[src/rtl/neural_simd_unpack_if.sv]
// Handshake bundle for neural_simd_unpack.
//  in_*      : packed-word producer side (valid/ready, word, keep mask, frame last)
//  out_*     : serial pixel consumer side (valid/ready, pixel, frame last)
//  pix_count : pixels emitted in the current frame
//  err_droplast : sticky flag, a frame-last word carried no kept lanes
// master = producer/consumer environment, slave = the unpacker.
interface neural_simd_unpack_if #(
  parameter int LANES = 4,
  parameter int PIX_W = 8,
  parameter int CNT_W = 16
);
  logic                   in_valid;
  logic                   in_ready;
  logic [LANES*PIX_W-1:0] in_word;
  logic [LANES-1:0]       in_keep;
  logic                   in_last;
  logic                   out_valid;
  logic                   out_ready;
  logic [PIX_W-1:0]       out_pixel;
  logic                   out_last;
  logic [CNT_W-1:0]       pix_count;
  logic                   err_droplast;

  modport master (
    output in_valid, in_word, in_keep, in_last, out_ready,
    input  in_ready, out_valid, out_pixel, out_last, pix_count, err_droplast
  );

  modport slave (
    input  in_valid, in_word, in_keep, in_last, out_ready,
    output in_ready, out_valid, out_pixel, out_last, pix_count, err_droplast
  );
endinterface

[src/rtl/neural_simd_unpack.sv]
// Output-side unpacker: buffers up to DEPTH packed words and serialises them
// one pixel per cycle, lane 0 first, skipping lanes whose keep bit is clear.
// Ports:
//  clk, rst_n : clock, asynchronous active-low reset
//  clr        : synchronous clear (buffer, lane state, count, error flag)
//  bus        : neural_simd_unpack_if slave (input words, output pixels,
//               pix_count, err_droplast)
module neural_simd_unpack #(
  parameter int LANES = 4,
  parameter int PIX_W = 8,
  parameter int DEPTH = 2,
  parameter int CNT_W = 16
) (
  input  logic                 clk,
  input  logic                 rst_n,
  input  logic                 clr,
  neural_simd_unpack_if.slave  bus
);
  localparam int AW = $clog2(DEPTH);
  localparam int PW = AW + 1;
  localparam int WW = LANES * PIX_W;

  // Each entry keeps a "remaining lanes" mask: bits are cleared as lanes are
  // emitted, so the lowest set bit is always the lane pointer of that entry.
  logic [DEPTH-1:0][WW-1:0]    r_data;
  logic [DEPTH-1:0][LANES-1:0] r_mask;
  logic [DEPTH-1:0]            r_last;
  logic [PW-1:0]               r_wr, r_rd;
  logic [CNT_W-1:0]            r_cnt;
  logic                        r_err;

  logic [AW-1:0]    w_wr_idx, w_rd_idx;
  logic             w_empty, w_full, w_push, w_pop, w_xfer;
  logic             w_valid, w_last;
  logic [LANES-1:0] w_head, w_low, w_rest;
  logic [PIX_W-1:0] w_pix;

  assign w_wr_idx = r_wr[AW-1:0];
  assign w_rd_idx = r_rd[AW-1:0];
  assign w_empty  = (r_wr == r_rd);
  assign w_full   = (r_wr[PW-1] != r_rd[PW-1]) && (w_wr_idx == w_rd_idx);
  assign w_head   = w_empty ? '0 : r_mask[w_rd_idx];
  assign w_low    = w_head & (~w_head + LANES'(1));   // isolate lowest kept lane
  assign w_rest   = w_head & ~w_low;

  always_comb begin
    w_pix = '0;
    for (int k = 0; k < LANES; k++)
      if (w_low[k]) w_pix = r_data[w_rd_idx][k*PIX_W +: PIX_W];
  end

  assign w_valid = |w_head;
  assign w_last  = w_valid && r_last[w_rd_idx] && !(|w_rest);
  assign w_xfer  = w_valid && bus.out_ready;
  assign w_push  = bus.in_valid && !w_full;
  // Pop either an all-discard head (one cycle at head) or a head whose final
  // kept lane transfers now, so the next entry heads the buffer next cycle.
  assign w_pop   = (!w_empty && !w_valid) || (w_xfer && !(|w_rest));

  always_ff @(posedge clk or negedge rst_n) begin
    if (!rst_n) begin
      r_data <= '0;
      r_mask <= '0;
      r_last <= '0;
      r_wr   <= '0;
      r_rd   <= '0;
      r_cnt  <= '0;
      r_err  <= 1'b0;
    end else if (clr) begin
      r_data <= '0;
      r_mask <= '0;
      r_last <= '0;
      r_wr   <= '0;
      r_rd   <= '0;
      r_cnt  <= '0;
      r_err  <= 1'b0;
    end else begin
      // Push and head update never alias: a non-full, non-empty buffer has
      // distinct write and read slots, and an empty one has no transfer.
      if (w_push) begin
        r_data[w_wr_idx] <= bus.in_word;
        r_mask[w_wr_idx] <= bus.in_keep;
        r_last[w_wr_idx] <= bus.in_last;
        r_wr             <= r_wr + PW'(1);
        if (bus.in_last && !(|bus.in_keep)) r_err <= 1'b1;
      end
      if (w_xfer) r_mask[w_rd_idx] <= w_rest;
      if (w_pop)  r_rd <= r_rd + PW'(1);
      if (w_xfer) begin
        if (w_last)      r_cnt <= '0;
        else if (!(&r_cnt)) r_cnt <= r_cnt + CNT_W'(1);
      end
    end
  end

  assign bus.in_ready     = !w_full;
  assign bus.out_valid    = w_valid;
  assign bus.out_pixel    = w_valid ? w_pix : '0;
  assign bus.out_last     = w_last;
  assign bus.pix_count    = r_cnt;
  assign bus.err_droplast = r_err;
endmodule

[src/flat_wrapper.sv]
// flat-port wrapper written by rule: the top's interface ports become plain ports
module neural_simd_unpack_flat 
#(
  parameter int LANES = 4,
  parameter int PIX_W = 8,
  parameter int DEPTH = 2,
  parameter int CNT_W = 16
)
  (clk, rst_n, clr, bus_in_valid, bus_in_word, bus_in_keep, bus_in_last, bus_out_ready, bus_in_ready, bus_out_valid, bus_out_pixel, bus_out_last, bus_pix_count, bus_err_droplast);
  neural_simd_unpack_if #(.LANES(LANES), .PIX_W(PIX_W), .CNT_W(CNT_W)) bus_i ();
  input  logic clk;
  input  logic rst_n;
  input  logic clr;
  input wire logic [$bits(bus_i.in_valid)-1:0] bus_in_valid;
  input wire logic [$bits(bus_i.in_word)-1:0] bus_in_word;
  input wire logic [$bits(bus_i.in_keep)-1:0] bus_in_keep;
  input wire logic [$bits(bus_i.in_last)-1:0] bus_in_last;
  input wire logic [$bits(bus_i.out_ready)-1:0] bus_out_ready;
  output wire logic [$bits(bus_i.in_ready)-1:0] bus_in_ready;
  output wire logic [$bits(bus_i.out_valid)-1:0] bus_out_valid;
  output wire logic [$bits(bus_i.out_pixel)-1:0] bus_out_pixel;
  output wire logic [$bits(bus_i.out_last)-1:0] bus_out_last;
  output wire logic [$bits(bus_i.pix_count)-1:0] bus_pix_count;
  output wire logic [$bits(bus_i.err_droplast)-1:0] bus_err_droplast;
  assign bus_i.in_valid = bus_in_valid;
  assign bus_i.in_word = bus_in_word;
  assign bus_i.in_keep = bus_in_keep;
  assign bus_i.in_last = bus_in_last;
  assign bus_i.out_ready = bus_out_ready;
  assign bus_in_ready = bus_i.in_ready;
  assign bus_out_valid = bus_i.out_valid;
  assign bus_out_pixel = bus_i.out_pixel;
  assign bus_out_last = bus_i.out_last;
  assign bus_pix_count = bus_i.pix_count;
  assign bus_err_droplast = bus_i.err_droplast;
  neural_simd_unpack #(.LANES(LANES), .PIX_W(PIX_W), .DEPTH(DEPTH), .CNT_W(CNT_W)) u_core (.clk(clk), .rst_n(rst_n), .clr(clr), .bus(bus_i));
endmodule
[config.mk]
export PLATFORM = sky130hd
export DESIGN_NAME = neural_simd_unpack_flat
export DESIGN_NICKNAME = d
export VERILOG_FILES = /design/src/rtl/neural_simd_unpack_if.sv /design/src/rtl/neural_simd_unpack.sv /design/src/flat_wrapper.sv
export SDC_FILE = /design/constraint.sdc
export NUM_CORES = 1
export LEC_CHECK = 0
export BUFFER_PORTS_ARGS = -buffer_cell sky130_fd_sc_hd__buf_2
export CAP_MARGIN = 20
export CORE_AREA = 2 2 109 111
export DETAILED_ROUTE_END_ITERATION = 16
export DIE_AREA = 0 0 111 113
export SYNTH_ARGS = -nofsm -noshare
export SYNTH_HDL_FRONTEND = slang
export SYNTH_SLANG_ARGS = --single-unit
[constraint.sdc]
create_clock -name clk -period 2.9 [get_ports clk]
set_input_delay 0 -clock clk [delete_from_list [all_inputs] [get_ports clk]]
set_output_delay 0 -clock clk [all_outputs]
set_load 0.05 [all_outputs]
==> summary.md <==
| Metric | Value |
|---|---|
| Shortest period the worst path allows | `2.65 ns` |
| CP Max Fanout | `15` |
| Router iterations before antenna repair | `4` |
| Post-synthesis adder-cell area fraction | `0.00249` |
| HPWL Detailed | `9.06 mm` |
| Post-Route WL | `13.6 mm` |
| First-pass GRT wire length | `22.8 mm` |
| Core area | `11300 µm²` |
| Htree depth | `3` |
| Initial antenna violation count | `0` |
| Area contributors post-synth | `dfrtp_1, nand2_1, a21oi_1` |
| Seq. cell area | `2380 µm²` |
| Critical path class | `reg -> out` |
| Highest clock rate | `about 0.38 GHz` |
| Final Hold Fails | `0` |
| Post-DRT Antenna Nets | `0` |
| CTS tree | `done` |
| Number of max-cap violations | `0` |
| Footprint of the multi-input gates | `roughly 2500 µm²` |
| Syn_nets | `614` |
| CTS Root Cell | `clkbuf_16` |
| CTS buffer count | `9` |
| Initial DRC count | `293` |
| Yosys top cell by area | `dfrtp_1` |
| Post-synth cell types | `58` |
| Post-synthesis xor/xnor area fraction | `0.0102` |
| Worst setup slack after layout | `0.249 ns` |
| DRC Markers | `0` |
| Post-synthesis mux area share | `0.0879` |
| Number of setup buffers added after CTS | `0` |
| Routed vias | `4555` |
| Power density cells | `672 nW/µm²` |
| Die H | `approximately 110 µm` |
| Non-filler cells, final | `813` |
| Clk pwr share | `0.267` |
| Worst hold slack | `0.0124 ns` |
| IO Port Bufs | `69` |
| Clock transition at path regs | `0.07 ns` |
| Congestion Overflow GR | `0` |
| Post-route cell area | `6170 µm²` |
| RSZ-0062 raised after global routing | `no` |
| Fin crit share | `0.914` |
| Post-synthesis sequential area ratio | `0.473` |
| Hold_sp | `bus_in_keep[2]` |
| Area delta synth->final | `22.8%` |
| R2R depth | `7` |
| Die outline width | `111 µm` |
| Placed inst area | `5520 µm²` |
| Synth Register Bits | `95` |
| Ant diodes | `0` |
| # clock sinks | `95` |
| GP Congestion | `0.859` |
| Post-synth top area share | `0.473` |
| CP max stage delay | `about 0.63 ns` |
| Final setup viols | `0` |
| Critical Path Slowest Stage Cell | `dfrtp_2` |
| Switching power | `~1.6 mW` |
| Vias in the first global route | `about 4400` |
| DR vias/cell | `between 5 and 6` |
| Fin Clk Skew | `0.00668 ns` |
| Worst IR drop on VDD | `422 µV` |
| Req. time, crit path | `2.90 ns` |
| Tot Pwr | `4.14 mW` |
| Complex-gate fraction of the synthesized area | `0.176` |
| Largest family of logic cells by synthesized area | `simple AND/OR/NAND/NOR gates` |
| Clk buf depth | `2` |
| Fillers | `1062` |
| Slew Viols, Final | `0` |
| Tot GR Track Use | `0.227` |
| Sw frac | `0.384` |
| Placed cell count | `760` |
| Fin util | `0.547` |
| Leakage | `2.67 nW` |
| WHS Endpoint | `u_core.r_mask[2]` |
| Gate power share | `0.344` |
| # IOs | `70` |
| EDFF count, synth | `0` |
| Outcome | `completed` |
| CP Capture Type | `output port` |
| Critical path cell sequence | `mux2_4 > nor2_1 > nand2_1 > o22ai_1 > a21oi_1 > o21ai_0 > buf_2` |
| CP Data Arrival Time | `2.65 ns` |
| Final #Nets | `708` |
| DP Worst Slack | `0.440 ns` |
| Reg2Reg Setup Slack | `0.42 ns` |
| Internal power | `about 2.5 mW` |
| DR WL/cell | `16.8 µm` |
| Ys flop type | `dfrtp_1` |
| Synthesized netlist cell count | `571` |
| Path type of the worst min-delay path | `in -> reg` |
| Worst-Margin Slew | `slightly above 0.8 ns` |
| RR Endpoint | `u_core.bus.pix_count[5]` |
| Largest net degree at the start of global routing | `59` |
| Share of post-route cells with drive strength above 1 | `0.191` |
| Synth Cell Area | `5020 µm²` |
| Critical path launch point type | `flip-flop` |
| Register share of total power | `0.388` |
| Asr flop ratio synth | `1.00` |
| Full die area | `12500 µm²` |
| Initial core utilization | `0.446` |
| # rows | `39` |
| Clk_lat worst skew | `0.35 ns` |
| Hold Path Stages | `3` |
| Crit path from | `u_core.r_rd[0]` |
| Syn_area_per_cell | `8.80 µm²` |
| Reg2reg start | `u_core.r_rd[0]` |
| Yosys warning total | `0` |
| Simple-Gate Fraction of Synth Area | `0.211` |
| Worst slew margin | `0.448` |
| Setup_tns | `0 ns` |
## power groups by stage
stage | logic, mW | clock network [mW] | registers, mW
finish | 1.43 | 1.11 | 1.61
floorplan | 1.03 | 0 | 1.62
global route | 1.55 | 1.19 | 1.63
CTS | 1.43 | 1.14 | 1.61
global placement | 1.36 | 0 | 1.62
detailed placement | 1.39 | 0 | 1.63
## worst max-delay path by stage
stage / endpoint / slack, ns / cells past startpoint
floorplan: bus_out_pixel[4] / 0.38 / 6
global placement: u_core.bus.pix_count[5] / 0.48 / 7
detailed placement: u_core.bus.pix_count[5] / 0.44 / 7
CTS: bus_out_pixel[7] / 0.17 / 6
global route: bus_out_pixel[2] / 0.11 / 6
finish: bus_out_pixel[5] / 0.25 / 7
## state kept, by name (all words and copies together) (netlist names)
name	count
u_core.bus.pix_count	16
u_core.r_last	2
u_core.r_wr	2
u_core.r_mask	8
u_core.r_rd	2
u_core.bus.err_droplast	1
u_core.r_data	64
## Yosys cell counts, types with 2 or more instances
master    number
o311ai_1       3
buf_2          5
buf_6          4
a32oi_1        3
and3_1         2
mux2_4         2
o211a_1        2
nand3_1       20
clkbuf_1      24
a31oi_1        6
nor3_1         7
o21ai_0        9
nor2_1        18
xor2_1         2
o41ai_1        2
o22ai_1       10
and2_1         2
dfrtp_1       95
xnor2_1        2
nand2_1      167
a22oi_1        3
a41oi_1        2
o32ai_1        2
or4_1          5
mux2i_1       24
inv_1          6
mux2_2        11
buf_1          2
a21oi_1       88
nand4_1        8
a211oi_1       6
nor4_1         2
nor2_2         2
## cells in the final DEF (no fill, tap or decap), types with 3 or more instances in the layout
cell,instances
nand2_1,167
nand3_1,20
or4_1,5
buf_2,68
o21ai_0,9
mux2i_1,24
clkinvlp_4,3
nor2_2,4
nor3_1,6
a22oi_1,3
clkbuf_16,9
nor2_1,16
dlygate4sd3_1,37
inv_1,6
a31oi_1,6
o311ai_1,3
dfrtp_1,94
buf_12,3
nand4_1,8
mux2_2,11
o22ai_1,10
buf_4,10
a21oi_1,88
a32oi_1,3
a211oi_1,6
## metal layers
layer | share of wire | global-route usage | vias to the layer above
li1 | - | - | 2210
met4 | 0.015 | 0.0808 | 0
met1 | 0.45 | 0.309 | 2203
met5 | 0 | 0 | -
met3 | 0.057 | 0.0402 | 14
met2 | 0.48 | 0.367 | 128
## final cells by class
cell class	instances	area share
Sequential cell	95	0.386
Clock inverter	7	0.00812
Clock buffer	9	0.0365
Multi-Input combinational cell	434	0.399
Tap cell	143	0.0290
Inverter	7	0.00467
Timing Repair Buffer	118	0.137
## cell families after synthesis
group	count (synthesis)
AO/OA/AOI/OAI	146
XOR/XNOR	5
adder cells (fa/ha/maj)	1
buffers and inverters	42
flip-flops	95
multiplexers	40
AND/OR/NAND/NOR	242
## what timing repair did
action,in CTS,in global routing
resized for setup,0,1
hold buffers,37,0
setup endpoints to repair,0,3
endpoints found under the hold margin,128,0
## critical path, delay by kind of cell (launching register included)
kind / cells / cell delay [ns]
mux: 1 / 0.41
flops: 1 / 0.63
buf+inv: 1 / 0.29
simple gates: 2 / 0.46
compound gates: 3 / 0.51
(Power assumes the default switching activity.)
